**config.mk**
```make
export PLATFORM = sky130hd
export DESIGN_NAME = fcw_hop_sequencer
export DESIGN_NICKNAME = d
export VERILOG_FILES = /design/src/rtl/fcw_seq_pkg.sv /design/src/rtl/fcw_hop_sequencer_prescaler.sv /design/src/rtl/fcw_hop_sequencer.sv
export SDC_FILE = /design/constraint.sdc
export NUM_CORES = 1
export LEC_CHECK = 0
export ABC_AREA = 1
export CAP_MARGIN = 20
export CORE_MARGIN = 2
export CORE_UTILIZATION = 55
export CTS_BUF_LIST = sky130_fd_sc_hd__clkbuf_8
export CTS_CLUSTER_DIAMETER = 150
export CTS_CLUSTER_SIZE = 30
export DETAILED_ROUTE_END_ITERATION = 10
export PLACE_DENSITY = 0.8
export SLEW_MARGIN = 0
export SYNTH_ARGS = -nofsm -noshare
export SYNTH_HDL_FRONTEND = slang
export SYNTH_SLANG_ARGS = --single-unit
```
**constraint.sdc**
```tcl
create_clock -name clk -period 10.3 [get_ports clk]
set_input_delay 2.575 -clock clk [delete_from_list [all_inputs] [get_ports clk]]
set_output_delay 2.575 -clock clk [all_outputs]
set_load 0.05 [all_outputs]
```
**src/rtl/fcw_seq_pkg.sv**
```systemverilog
// Shared types and reset constants for the FCW hop sequencer.
// Modes, FSM states and default tone table contents.
package fcw_seq_pkg;

  typedef enum logic [1:0] {
    MODE_HOLD   = 2'd0,
    MODE_TOGGLE = 2'd1,
    MODE_SWEEP  = 2'd2,
    MODE_RAMP   = 2'd3
  } mode_e;

  typedef enum logic {
    ST_IDLE = 1'b0,
    ST_RUN  = 1'b1
  } state_e;

  localparam int TONE0_RST = 12;
  localparam int TONE1_RST = 94;

endpackage

```
**src/rtl/fcw_hop_sequencer_prescaler.sv**
```systemverilog
// tick_prescaler: divides clk by PRESCALE, one-cycle tick on wrap.
// Ports: clk, reset (async high), clr (sync clear), en, tick.
module tick_prescaler #(
  parameter int PRESCALE = 100
) (
  input  logic clk,
  input  logic reset,
  input  logic clr,
  input  logic en,
  output logic tick
);

  localparam int CW = (PRESCALE > 1) ? $clog2(PRESCALE) : 1;
  localparam logic [CW-1:0] LAST = CW'(PRESCALE - 1);

  logic [CW-1:0] cnt_q;
  logic [CW-1:0] cnt_d;

  always_comb begin
    cnt_d = cnt_q;
    tick  = 1'b0;
    if (clr) begin
      cnt_d = '0;
    end else if (en) begin
      if (cnt_q == LAST) begin
        cnt_d = '0;
        tick  = 1'b1;
      end else begin
        cnt_d = cnt_q + 1'b1;
      end
    end
  end

  always_ff @(posedge clk or posedge reset) begin
    if (reset) begin
      cnt_q <= '0;
    end else begin
      cnt_q <= cnt_d;
    end
  end

endmodule

```
**src/rtl/fcw_hop_sequencer.sv**
```systemverilog
// FCW hop sequencer: tone table + dwell timer driving the NCO word.
// Ports: cfg_* table write, mode/dwell/start/stop control, fcw/tone_idx/hop/running out.
module fcw_hop_sequencer #(
  parameter int FCW_W     = 12,
  parameter int NUM_TONES = 4,
  parameter int DWELL_W   = 16,
  parameter int PRESCALE  = 100,
  parameter int TONE0_RST = fcw_seq_pkg::TONE0_RST,
  parameter int TONE1_RST = fcw_seq_pkg::TONE1_RST
) (
  input  logic                         clk,
  input  logic                         reset,
  input  logic                         cfg_we,
  input  logic [$clog2(NUM_TONES)-1:0] cfg_addr,
  input  logic [FCW_W-1:0]             cfg_data,
  input  logic [1:0]                   mode,
  input  logic [DWELL_W-1:0]           dwell,
  input  logic                         start,
  input  logic                         stop,
  output logic [FCW_W-1:0]             fcw,
  output logic [$clog2(NUM_TONES)-1:0] tone_idx,
  output logic                         hop,
  output logic                         running
);

  import fcw_seq_pkg::*;

  localparam int IW = $clog2(NUM_TONES);

  state_e               state_q, state_d;
  mode_e                mode_q, mode_d;
  logic [DWELL_W-1:0]   dwell_q, dwell_d;
  logic [DWELL_W-1:0]   dcnt_q, dcnt_d;
  logic [FCW_W-1:0]     fcw_q, fcw_d;
  logic [IW-1:0]        idx_q, idx_d;
  logic                 hop_q, hop_d;
  logic [FCW_W-1:0]     table_q [NUM_TONES];
  logic [FCW_W-1:0]     table_d [NUM_TONES];

  logic                 pre_clr;
  logic                 pre_en;
  logic                 tick;
  logic [FCW_W:0]       ramp_sum;
  logic [IW-1:0]        nxt_idx;

  tick_prescaler #(
    .PRESCALE(PRESCALE)
  ) u_pre (
    .clk  (clk),
    .reset(reset),
    .clr  (pre_clr),
    .en   (pre_en),
    .tick (tick)
  );

  assign pre_en = (state_q == ST_RUN);

  // Table writes land one cycle later, so hops see the old entry.
  always_comb begin
    table_d = table_q;
    if (cfg_we) begin
      table_d[cfg_addr] = cfg_data;
    end
  end

  // Carry bit kept so an overflowing sum also wraps back to entry 0.
  assign ramp_sum = {1'b0, fcw_q} + {1'b0, table_q[2]};

  always_comb begin
    state_d = state_q;
    mode_d  = mode_q;
    dwell_d = dwell_q;
    dcnt_d  = dcnt_q;
    fcw_d   = fcw_q;
    idx_d   = idx_q;
    hop_d   = 1'b0;
    pre_clr = 1'b0;
    nxt_idx = '0;
    if (stop) begin
      state_d = ST_IDLE;
      dcnt_d  = '0;
      pre_clr = 1'b1;
    end else if (start) begin
      state_d = ST_RUN;
      mode_d  = mode_e'(mode);
      dwell_d = (dwell == '0) ? DWELL_W'(1) : dwell;
      dcnt_d  = '0;
      pre_clr = 1'b1;
      fcw_d   = table_q[0];
      idx_d   = '0;
      hop_d   = 1'b1;
    end else if (state_q == ST_IDLE) begin
      dcnt_d  = '0;
      pre_clr = 1'b1;
    end else if (tick) begin
      if (dcnt_q == dwell_q - 1'b1) begin
        dcnt_d = '0;
        hop_d  = 1'b1;
        unique case (mode_q)
          MODE_HOLD: begin
            idx_d = '0;
            fcw_d = table_q[0];
          end
          MODE_TOGGLE: begin
            nxt_idx = (idx_q == '0) ? IW'(1) : '0;
            idx_d   = nxt_idx;
            fcw_d   = table_q[nxt_idx];
          end
          MODE_SWEEP: begin
            nxt_idx = idx_q + 1'b1;
            idx_d   = nxt_idx;
            fcw_d   = table_q[nxt_idx];
          end
          MODE_RAMP: begin
            idx_d = '0;
            if (ramp_sum > {1'b0, table_q[1]}) begin
              fcw_d = table_q[0];
            end else begin
              fcw_d = ramp_sum[FCW_W-1:0];
            end
          end
        endcase
      end else begin
        dcnt_d = dcnt_q + 1'b1;
      end
    end
  end

  always_ff @(posedge clk or posedge reset) begin
    if (reset) begin
      state_q <= ST_IDLE;
      mode_q  <= MODE_HOLD;
      dwell_q <= DWELL_W'(1);
      dcnt_q  <= '0;
      fcw_q   <= '0;
      idx_q   <= '0;
      hop_q   <= 1'b0;
      for (int i = 0; i < NUM_TONES; i++) begin
        table_q[i] <= '0;
      end
      table_q[0] <= FCW_W'(TONE0_RST);
      table_q[1] <= FCW_W'(TONE1_RST);
    end else begin
      state_q <= state_d;
      mode_q  <= mode_d;
      dwell_q <= dwell_d;
      dcnt_q  <= dcnt_d;
      fcw_q   <= fcw_d;
      idx_q   <= idx_d;
      hop_q   <= hop_d;
      table_q <= table_d;
    end
  end

  assign fcw      = fcw_q;
  assign tone_idx = idx_q;
  assign hop      = hop_q;
  assign running  = (state_q == ST_RUN);

endmodule
```
* After elaboration in Yosys (flattened, before gate mapping)
Cells that the tools add are included.
** Word-level totals
- Register bits after elaboration :: 105
- Input port bits :: 37
- Output and inout port bits :: 16
** Operators by class
- $add $sub $neg :: 5
- Magnitude comparators :: 5
- Equal/unequal tests :: 6
- Mux-type cells :: 43
- Bitwise logic cells :: 4
- Reductions and logical operators :: 12
** Operator list (number)
- 12-bit 2-to-1 mux :: 10
- 16-bit 2-to-1 mux :: 6
- 12-bit binary-select mux with 2-bit select :: 2
- 48-bit bitwise mux :: 1
- 12-bit one-hot mux with 4 select lines :: 1
- 12-bit demux with 2-bit select :: 1
- 7-bit 2-to-1 mux :: 3
- 16-bit by 1-bit adder with 16-bit output (second input constant) :: 1
- 16-bit == test :: 1
- 16-bit zero test :: 1
- 16-bit by 1-bit subtractor with 16-bit output (second input constant) :: 1
- 1-bit 2-to-1 mux :: 14
- 12-bit by 12-bit adder with 13-bit output :: 1
- 13-bit by 12-bit > comparator with 1-bit output :: 1
- 2-bit nonzero test :: 5
- 3-bit >= comparator (second input constant) :: 3
- 2-bit 2-to-1 mux :: 4
- 7-bit by 1-bit adder with 7-bit output (second input constant) :: 1
- 7-bit == test (second input constant) :: 1
- 2-bit inverter with 3-bit output :: 2
- 2-bit one-hot mux with 3 select lines :: 1
- 2-bit == test (second input constant) :: 2
- 2-bit zero test :: 2
- 4-bit by 3-bit != test with 1-bit output (second input constant) :: 1
- other kinds (9) :: 9

* Logic depth before layout (Yosys ltp)
Gate-level depths: netlist (run 1).
- Depth in word-level cells :: 11
- Gate-level depth with buffers :: 25
- Depth with buffers taken out :: 24

* Cells and area by module
Synthesis (run 1) repeated with hierarchy kept, for this count alone.
** Second synthesis, totals
- Cells, all modules :: 993
- Area total of the unflattened synthesis :: 7026.7 um2
** By module, submodules not included
- fcw_hop_sequencer :: times used 1, cells an instance 930, area each 6588.8 um2, seq. area each 2462.4 um2
- tick_prescaler :: times used 1, cells an instance 63, area each 437.9 um2, seq. area each 175.2 um2

* Least setup slack after synthesis (run 1)
Ideal clock, no wire load.
- Kind :: in2reg
- Start :: input port start
- End :: register fcw_q[1] (netlist: fcw[1])
- Arrival :: 3.675 ns
- Slack :: 6.506 ns
- Cell stages on the path :: 9
- Buffers on the path :: 1
- Path through :: inv_1 > nand2_1 > nor2_1 > inv_1 > nor2_1 > nand3_2 > buf_2 > nand3_1 > nand2_1
** Between the ends
- Cells in the longest elaborated chain, start to end :: 5
- Elaborated cells between the ends (all ways) :: 8
** Ends and longest elaborated chain
- start, declared :: line fcw_hop_sequencer.sv:18 : input logic start,
- 1-bit 2-to-1 mux :: line fcw_hop_sequencer.sv:83 : end else if (start) begin
- 1-bit 2-to-1 mux :: line fcw_hop_sequencer.sv:79 : if (stop) begin
- 1-bit 2-to-1 mux :: line fcw_hop_sequencer_prescaler.sv:22 : if (clr) begin
- 2-bit nonzero test (no source line)
- 4-bit AND reduction (no source line)
- end signal, assigned :: line fcw_hop_sequencer.sv:148 : fcw_q <= fcw_d;
- end, declared :: line fcw_hop_sequencer.sv:34 : logic [FCW_W-1:0] fcw_q, fcw_d;
Parallel ways exist; a longest one is shown, timed or not.
A chain may end at the register's enable or synchronous reset.

* Worst setup path after layout (run 1)
- Start :: register idx_q[0] (netlist: tone_idx[0])
- End :: output port tone_idx[0]
** RTL lines
- start, declared :: line fcw_hop_sequencer.sv:35 : logic [IW-1:0] idx_q, idx_d;
- start signal, assigned :: line fcw_hop_sequencer.sv:149 : idx_q <= idx_d;
- end, declared :: line fcw_hop_sequencer.sv:21 : output logic [$clog2(NUM_TONES)-1:0] tone_idx,
No word-level cell between the ends.

==> flow_metrics.py, run 1 <==
metrics = {
    "cts": {
        "cts_root_buf": "clkbuf_8",
        "postCtsHoldBufs": 0,
        "cts_max_level": 3,
        "cts_tree": "built",
        "clkTransAtPathRegs_ns": 0.10,
        "postCtsSetupRepairBufs": 0,
        "clk_latency_ns": 0.40,
        "numCtsBuffers": 9,
        "clock_sinks": 105,
        "clock_path_buffers": 2,
        "cts.repair.resized": 0,
    },
    "placement": {
        "place_ws_ns": 5.679,
        "gp_congestion": 0.9067,
        "dp_hpwl_um": 12850,
        "dp_cells": 1167,
        "placement.io_buffers": 52,
    },
    "synthesis": {
        "postSynth.asyncResetShare": 1.000,
        "synth_commonest_cells": "259 x nand2_1, 120 x inv_1, 116 x o21ai_0",
        "synth_edf_count": 0,
        "yosysMostFrequentCell": "nand2_1",
        "syn_inst": 977,
        "yosysWarnings": 0,
        "synth-seq-cells": 105,
        "syn_nets": 1043,
        "synth-seq-area-share": 0.3871,
        "syn_area_per_cell_sq_um": 6.974,
        "ys_types": 36,
        "yosys.area.top_type": "dfrtp_1",
        "netlist_area_sq_mm": 0.006814,
        "synthFlopType": "dfrtp_1",
        "ys_top_cells_by_area": "dfrtp_1 36%, nand2_1 14%, o21ai_0 8.5%",
        "netlist.area_leader.share": 0.3562,
    },
    "setup_path": {
        "end_kind": "output pin",
        "r2r-start": "table_q[12]",
        "reg2reg_to": "fcw[4]",
        "critPathLaunchType": "flop",
        "crit_path_max_fanout": 40,
        "worstPathArrival_ns": 1.96,
        "worstRegToRegCells": 23,
        "crit_required_ns": 7.73,
        "worst-setup-path-type": "flop to output pin",
        "regToRegSetupSlack_ns": 6.48,
    },
    "grt": {
        "grt_max_degree": 72,
        "grt-ovfl-total": 0,
        "antenna_found_initial": 0,
        "grt_pass1_vias": 5743,
        "grt_usage": 0.2730,
        "grt_pass1_wl_um": 28510,
    },
    "timing": {
        "layout_setup_ws_ns": 5.768,
        "relSlewSlack": 0.4096,
        "finalSetupViolCount": 0,
        "hold_violations": 0,
        "finalMaxSlewViolations": 0,
        "clock_skew_ns": 0.01696,
        "timing.hold.ws_ns": 0.4840,
        "period_needed_ns": 4.532,
        "worst_pin_slew_ns": 0.8831,
        "rsz0062_at_grt": "no",
        "clock.fmax_ghz": 0.2207,
        "post-route-period-util": 0.4400,
        "fin_setup_tns_ns": 0,
    },
    "power": {
        "leakagePower_nw": 3.711,
        "vdd_drop_max_uv": 83.33,
        "power.density_mw_per_mm2": 176.1,
    },
    "routing": {
        "drtPass1Iterations": 6,
        "wl_per_cell_um": 14.44,
        "viasPerCell": 5.453,
        "ant_nets": 0,
        "drt-total-wl_um": 17080,
        "drt_iter0_drc": 732,
        "drc": 0,
        "vias": 6451,
    },
    "final_layout": {
        "final_cells": 1183,
        "drive_above_1_share": 0.04236,
        "nNetsFinal": 1076,
        "diodes": 0,
        "syn2layout_area_growth_pct": 11.95,
    },
    "floorplanning": {
        "die_x_um": 115.3,
        "dieHeight_um": 115.3,
        "fp-row-count": 40,
        "die_area_sq_mm": 0.01330,
        "start_util": 0.5649,
        "coreArea_sq_mm": 0.01206,
        "pin_count": 53,
    },
    "worst_hold_path": {
        "hp-class": "flop to flop",
        "hp-start": "u_pre.cnt_q[0]",
        "hold-path-endpoint": "u_pre.cnt_q[0]",
        "holdPathStages": 1,
    },
    "flow_run": {
        "cap_violations": 0,
    },
    "run_status": {
        "status": "finished, final reports clean",
    },
}
-- placed cells by master (no fill, tap or decap), types with 2 or more instances in the layout --
cell / instances
a21oi_1: 53
nand3b_1: 5
clkdlybuf4s50_1: 52
nor2_2: 5
nand3_1: 96
o21ai_1: 2
or2_2: 4
nor2_1: 74
buf_4: 5
o21ai_0: 116
dfrtp_1: 97
ha_1: 28
clkbuf_8: 11
nand4_1: 17
xnor2_1: 7
xor2_1: 16
o21bai_1: 3
nor4_1: 5
dfstp_2: 8
inv_1: 119
clkinv_4: 2
nor3_1: 14
nand2_1: 259
-- power by group --
part           total [mW]  internal, mW  switching (mW)
registers           0.520         0.467          0.0533
clock network       0.252         0.103           0.150
logic               0.571         0.200           0.371
-- through the flow --
step	utilization	total power [mW]	instance area, sq um
6_report	0.6325	1.343	7629
4_1_cts	0.6325	1.334	7629
3_3_place_gp	0.6167	1.075	7438
2_1_floorplan	-	0.9340	6814
5_1_grt	0.6325	1.442	7629
3_5_place_dp	0.6167	1.084	7438
-- layout make-up --
type / instances / area, sq um
Sequential cell: 105 / 2638
Inverter: 120 / 452.9
Clock buffer: 11 / 151.4
Timing Repair Buffer: 57 / 558.0
Clock inverter: 5 / 38.79
Fill cell: 1104 / 4433
Multi-Input combinational cell: 717 / 3580
Tap cell: 168 / 210.2
-- routing by layer --
metal	global-route usage	wire length, um	up-vias
met4	0.07631	220	0
met5	0	0	-
met3	0.06115	1600	17
met2	0.3809	6988	265
li1	-	-	3250
met1	0.4243	8273	2919
-- flip-flops by register name (all words and copies together) (netlist names), 2 cells and up --
register     flops
fcw             12
dwell_q         16
u_pre.cnt_q      7
mode_q           2
tone_idx         2
table_q         48
dcnt_q          16
-- logic make-up after synthesis --
family,share of synthesized area
AND/OR/NAND/NOR,0.3048
AO/OA/AOI/OAI,0.1366
buffers and inverters,0.08759
flip-flops,0.3871
adder cells (fa/ha/maj),0.05435
XOR/XNOR,0.02956
-- worst max-delay path by stage --
stage,start,end,slack [ns],depth (start not counted)
after floorplan,reset,dcnt_q[0],4.98,1
after global placement,start,tone_idx[0],5.81,10
after detailed placement,start,dcnt_q[7],5.68,8
after CTS,tone_idx[0],tone_idx[0],5.77,2
after global routing,tone_idx[0],tone_idx[0],5.71,2
final,tone_idx[0],tone_idx[0],5.77,2
-- worst max-delay path, cell delays in order, from the launching register on --
cell             delay, ns
dfrtp_1               0.34
buf_4                 0.33
clkdlybuf4s50_1       0.88
(Power assumes the default switching activity.)
==> run 2: changes to the inputs <==
==> constraint.sdc (replaced) <==
create_clock -name clk -period 4.4 [get_ports clk]
set_input_delay 1.1 -clock clk [delete_from_list [all_inputs] [get_ports clk]]
set_output_delay 1.1 -clock clk [all_outputs]
set_load 0.05 [all_outputs]
==> flow_metrics.py, run 2 (synthesis gave the netlist of run 1 again) <==
metrics = {
    "placement": {
        "placement.io_buffers": 52,
        "dp_hpwl_um": 13010,
        "gp_congestion": 0.9159,
        "place_ws_ns": 0.7675,
    },
    "routing": {
        "drc": 0,
        "ant_nets": 0,
        "viasPerCell": 5.512,
        "wl_per_cell_um": 14.76,
        "drtPass1Iterations": 8,
        "drt-total-wl_um": 17510,
        "vias": 6537,
        "drt_iter0_drc": 644,
    },
    "power": {
        "switchingPower_mw": 1.347,
        "pwr-share-comb": 0.403,
        "power_mw": 3.317,
        "power.density_mw_per_mm2": 430.0,
        "seqPwrFrac": 0.368,
        "leakagePower_nw": 3.761,
        "p_sw_frac": 0.4059,
        "p_int_mw": 1.971,
        "clock_power_share": 0.229,
        "vdd_drop_max_uv": 231.2,
    },
    "setup_path": {
        "crit_required_ns": 4.73,
        "worstPathCellList": "ha_1 -> inv_1 -> fa_1 -> inv_1 -> nand3_1 -> nand2_1 -> nand3_1 -> nand2_1 -> xnor2_1 -> inv_1 -> ha_1 -> a21oi_1 -> o21a_1 -> nand2_1 -> nand2_1 -> nand2_1 -> nand2_1 -> nand2_1 -> nand2_1 -> nand3_1 -> nand2_1 -> nand3_1 -> nand2_1",
        "regToRegSetupSlack_ns": 0.67,
        "worst-setup-path-type": "flop to flop",
        "worstPathArrival_ns": 4.06,
        "crit_path_max_fanout": 13,
        "critPathLaunchType": "flop",
        "crit_family": "simple AND/OR/NAND/NOR gates",
        "cpMostUsedCell": "nand2_1",
        "cp_num_buf_inv": 3,
        "end_kind": "flop",
        "slowest_stage": "dfrtp_1",
        "cp_slowest_stage_delay_ns": 0.40,
    },
    "grt": {
        "antenna_found_initial": 0,
        "grt-ovfl-total": 0,
        "grt_usage": 0.2771,
        "top_usage_layer": "met1",
        "grt_max_degree": 66,
        "grt_use_met1": 0.4368,
        "grt_pass1_vias": 5808,
        "met3_usage": 0.06168,
        "grt_pass1_wl_um": 29100,
        "grtUsageMet2": 0.3844,
    },
    "final_layout": {
        "layout_common_cells": "259 x nand2_1, 120 x inv_1, 116 x o21ai_0",
        "diodes": 0,
        "regMostFlops": "table_q",
        "largestRegisters": "table_q x48, dcnt_q x16, dwell_q x16",
        "drive_above_1_share": 0.04420,
        "largest_reg_flops": 48,
        "nNetsFinal": 1079,
        "syn2layout_area_growth_pct": 13.22,
        "layout_commonest_cell": "nand2_1",
    },
    "run_status": {
        "status": "finished, final reports clean",
    },
    "cts": {
        "cts_max_level": 3,
        "clk_latency_ns": 0.39,
        "postCtsHoldBufs": 0,
        "cts_tree": "built",
        "clock_sinks": 105,
        "cts.repair.resized": 0,
        "cts_root_buf": "clkbuf_8",
        "postCtsSetupRepairBufs": 0,
        "numCtsBuffers": 9,
        "clock_path_buffers": 2,
        "clkTransAtPathRegs_ns": 0.10,
    },
    "timing": {
        "timing.hold.ws_ns": 0.4726,
        "period_needed_ns": 3.725,
        "layout_setup_ws_ns": 0.6749,
        "relSlewSlack": 0.3815,
        "fin_setup_tns_ns": 0,
        "finalSetupViolCount": 0,
        "clock.fmax_ghz": 0.2684,
        "rsz0062_at_grt": "no",
        "post-route-period-util": 0.8466,
        "worst_pin_slew_ns": 0.9267,
        "clock_skew_ns": 0.008439,
        "finalMaxSlewViolations": 0,
        "hold_violations": 0,
    },
    "flow_run": {
        "cap_violations": 0,
    },
    "floorplanning": {
        "die_area_sq_mm": 0.01330,
        "dieHeight_um": 115.3,
        "die_x_um": 115.3,
        "coreArea_sq_mm": 0.01206,
        "fp-row-count": 40,
        "start_util": 0.5649,
        "pin_count": 53,
    },
    "worst_hold_path": {
        "hp-class": "flop to flop",
    },
}
[run 2: metal layers]
layer	wire, um	part of all wire
met5	0	0
met4	189	0.011
met3	1663	0.095
met2	7259	0.41
met1	8397	0.48
[run 2: final cells by class]
| class | count | area (sq um) |
|---|---|---|
| Clock buffer | 11 | 151.4 |
| Sequential cell | 105 | 2638 |
| Tap cell | 168 | 210.2 |
| Fill cell | 1084 | 4347 |
| Inverter | 120 | 452.9 |
| Multi-Input combinational cell | 717 | 3580 |
| Clock inverter | 5 | 102.6 |
| Timing Repair Buffer | 60 | 580.6 |
[run 2: power by group through the flow]
stage / Clock, mW / Sequential (mW) / Combinational (mW)
floorplan: 0 / 1.28 / 0.903
global route: 0.809 / 1.23 / 1.52
detailed placement: 0 / 1.23 / 1.31
CTS: 0.768 / 1.21 / 1.32
global placement: 0 / 1.23 / 1.30
finish: 0.761 / 1.22 / 1.34
[run 2: final timing paths]
path / from / endpoint / cells after the start
setup / recovery: table_q[12] / fcw[8] / 23
hold / removal: u_pre.cnt_q[0] / u_pre.cnt_q[0] / 1
setup reg to reg: table_q[12] / fcw[8] / 23
hold reg to reg: u_pre.cnt_q[0] / u_pre.cnt_q[0] / 1
max in group asynchronous: reset / dwell_q[0] / 3
min in group asynchronous: reset / table_q[36] / 2
[run 2: through the flow]
step / utilization / instance area (sq um) / instances
after CTS: 0.6396 / 7715 / 1186
after global routing: 0.6396 / 7715 / 1186
after floorplan: - / 6814 / 977
final: 0.6396 / 7715 / 1186
after global placement: 0.6186 / 7461 / 1170
after detailed placement: 0.6186 / 7461 / 1170
==> run 3: changes to the inputs <==
==> constraint.sdc (replaced) <==
create_clock -name clk -period 3.89 [get_ports clk]
set_input_delay 0.9725 -clock clk [delete_from_list [all_inputs] [get_ports clk]]
set_output_delay 0.9725 -clock clk [all_outputs]
set_load 0.05 [all_outputs]
==> flow_metrics.py, run 3 (synthesis gave the netlist of run 1 again) <==
metrics = {
    "final_layout": {
        "largest_reg_flops": 48,
        "layout_commonest_cell": "nand2_1",
        "final_cells": 1186,
        "layout_common_cells": "259 x nand2_1, 119 x inv_1, 116 x o21ai_0",
        "drive_above_1_share": 0.04519,
        "regMostFlops": "table_q",
        "nNetsFinal": 1079,
        "finish.utilization": 0.6363,
        "diodes": 0,
        "syn2layout_area_growth_pct": 12.63,
        "largestRegisters": "table_q x48, dcnt_q x16, dwell_q x16",
        "nFillCells": 1131,
        "finalInstanceArea_sq_mm": 0.007675,
    },
    "cts": {
        "cts.repair.resized": 0,
        "cts_max_level": 3,
        "clock_sinks": 105,
        "cts_tree": "built",
        "numCtsBuffers": 9,
        "postCtsSetupRepairBufs": 0,
        "cts_root_buf": "clkbuf_8",
        "clk_latency_ns": 0.40,
        "postCtsHoldBufs": 0,
        "clkTransAtPathRegs_ns": 0.11,
        "clock_path_buffers": 2,
    },
    "routing": {
        "drt-total-wl_um": 17450,
        "drt_iter0_drc": 713,
        "vias": 6547,
        "wl_per_cell_um": 14.71,
        "drc": 0,
        "viasPerCell": 5.520,
        "ant_nets": 0,
        "drtPass1Iterations": 6,
    },
    "flow_run": {
        "cap_violations": 0,
    },
    "timing": {
        "layout_setup_ws_ns": 0.4382,
        "post-route-period-util": 0.8873,
        "fin_setup_tns_ns": 0,
        "timing.hold.ws_ns": 0.4717,
        "period_needed_ns": 3.452,
        "clock_skew_ns": 0.01522,
        "finalMaxSlewViolations": 0,
        "worst_pin_slew_ns": 0.9220,
        "hold_violations": 0,
        "clock.fmax_ghz": 0.2897,
        "finalSetupViolCount": 0,
        "relSlewSlack": 0.3847,
        "rsz0062_at_grt": "no",
    },
    "setup_path": {
        "end_kind": "flop",
        "crit_required_ns": 4.19,
        "cp_slowest_stage_delay_ns": 0.42,
        "cpMostUsedCell": "nand2_1",
        "slowest_stage": "dfrtp_1",
        "critPathLaunchType": "flop",
        "crit_path_max_fanout": 12,
        "worstPathCellList": "ha_1 -> inv_1 -> fa_1 -> inv_1 -> nand3_1 -> nand2_1 -> a21oi_1 -> xor2_1 -> inv_1 -> ha_1 -> nand2_1 -> o21a_1 -> nand2_1 -> nand2_1 -> nand2_1 -> nand2_1 -> nand2_1 -> nand2_1 -> nand3_1 -> nand2_1 -> nand3_1 -> nand2_1",
        "worst-setup-path-type": "flop to flop",
        "worstPathArrival_ns": 3.75,
    },
    "floorplanning": {
        "dieHeight_um": 115.3,
        "die_x_um": 115.3,
        "pin_count": 53,
        "die_area_sq_mm": 0.01330,
        "coreArea_sq_mm": 0.01206,
        "start_util": 0.5649,
        "fp-row-count": 40,
    },
    "placement": {
        "dp_hpwl_um": 13000,
        "post_dp_cell_area_sq_mm": 0.007473,
        "placement.io_buffers": 52,
        "gp_congestion": 0.9056,
        "dp_cells": 1170,
        "place_ws_ns": 0.5446,
    },
    "power": {
        "seqPwrFrac": 0.379,
        "clock_power_share": 0.198,
        "pwr-share-comb": 0.423,
        "switchingPower_mw": 1.547,
        "p_sw_frac": 0.4262,
        "vdd_drop_max_uv": 223.3,
        "leakagePower_nw": 3.734,
        "p_int_mw": 2.083,
        "power_mw": 3.630,
        "power.density_mw_per_mm2": 473.0,
    },
    "grt": {
        "grt_pass1_wl_um": 29150,
        "grt_max_degree": 50,
        "grt_pass1_vias": 5886,
        "antenna_found_initial": 0,
        "grt_usage": 0.2767,
        "grt-ovfl-total": 0,
    },
    "worst_hold_path": {
        "hp-class": "flop to flop",
    },
    "run_status": {
        "status": "finished, final reports clean",
    },
}
run 3: cell types whose count changed in the layout (fill, tap and decap cells not counted), sizes merged:
cell / previous run / this run
clkinvlp: 0 / 1
bufinv: 3 / 1
clkinv: 0 / 3
clkbuf: 11 / 9
run 3: path summary, 6_finish.rpt:
path,depth (start not counted),endpoint,start,slack [ns]
worst max-delay path,22,fcw[8],table_q[12],0.44
worst min-delay path,1,u_pre.cnt_q[0],u_pre.cnt_q[0],0.47
worst max register to register,22,fcw[8],table_q[12],0.44
worst min register to register,1,u_pre.cnt_q[0],u_pre.cnt_q[0],0.47
max in group asynchronous,3,table_q[26],reset,2.13
min in group asynchronous,2,table_q[17],reset,0.99
run 3: area by class of cell:
class,count,area [sq um],share of cell area
clock buffers,9,123.9,0.01614
inverters,120,452.9,0.05902
clock inverters,7,77.57,0.01011
flip-flops and latches,105,2638,0.3437
repair buffers,60,593.1,0.07727
well taps,168,210.2,0.02739
multi-input cells,717,3580,0.4664
run 3: routing by layer:
layer	global-route usage	vias up	routed length, um	share of wire
li1	-	3263	-	-
met4	0.09157	0	252	0.014
met3	0.04744	18	1370	0.079
met1	0.4321	3023	8506	0.49
met5	0	-	0	0
met2	0.3867	243	7316	0.42
run 3: power by group through the flow:
stage,logic [mW],clock network [mW],registers [mW]
4_1_cts,1.52,0.726,1.37
3_3_place_gp,1.47,0,1.38
3_5_place_dp,1.51,0,1.39
5_1_grt,1.73,0.770,1.39
2_1_floorplan,1.02,0,1.45
6_report,1.54,0.718,1.38
run 3: worst max-delay path, delay by kind of cell, from the launching register on:
family | cells | cell delay [ns]
and+or+nand+nor | 13 | 1.23
xor gates and xnor gates | 1 | 0.22
AOI/OAI and AO/OA | 2 | 0.30
DFF | 1 | 0.42
adders and majority gates | 3 | 0.94
buffers and inverters | 3 | 0.24
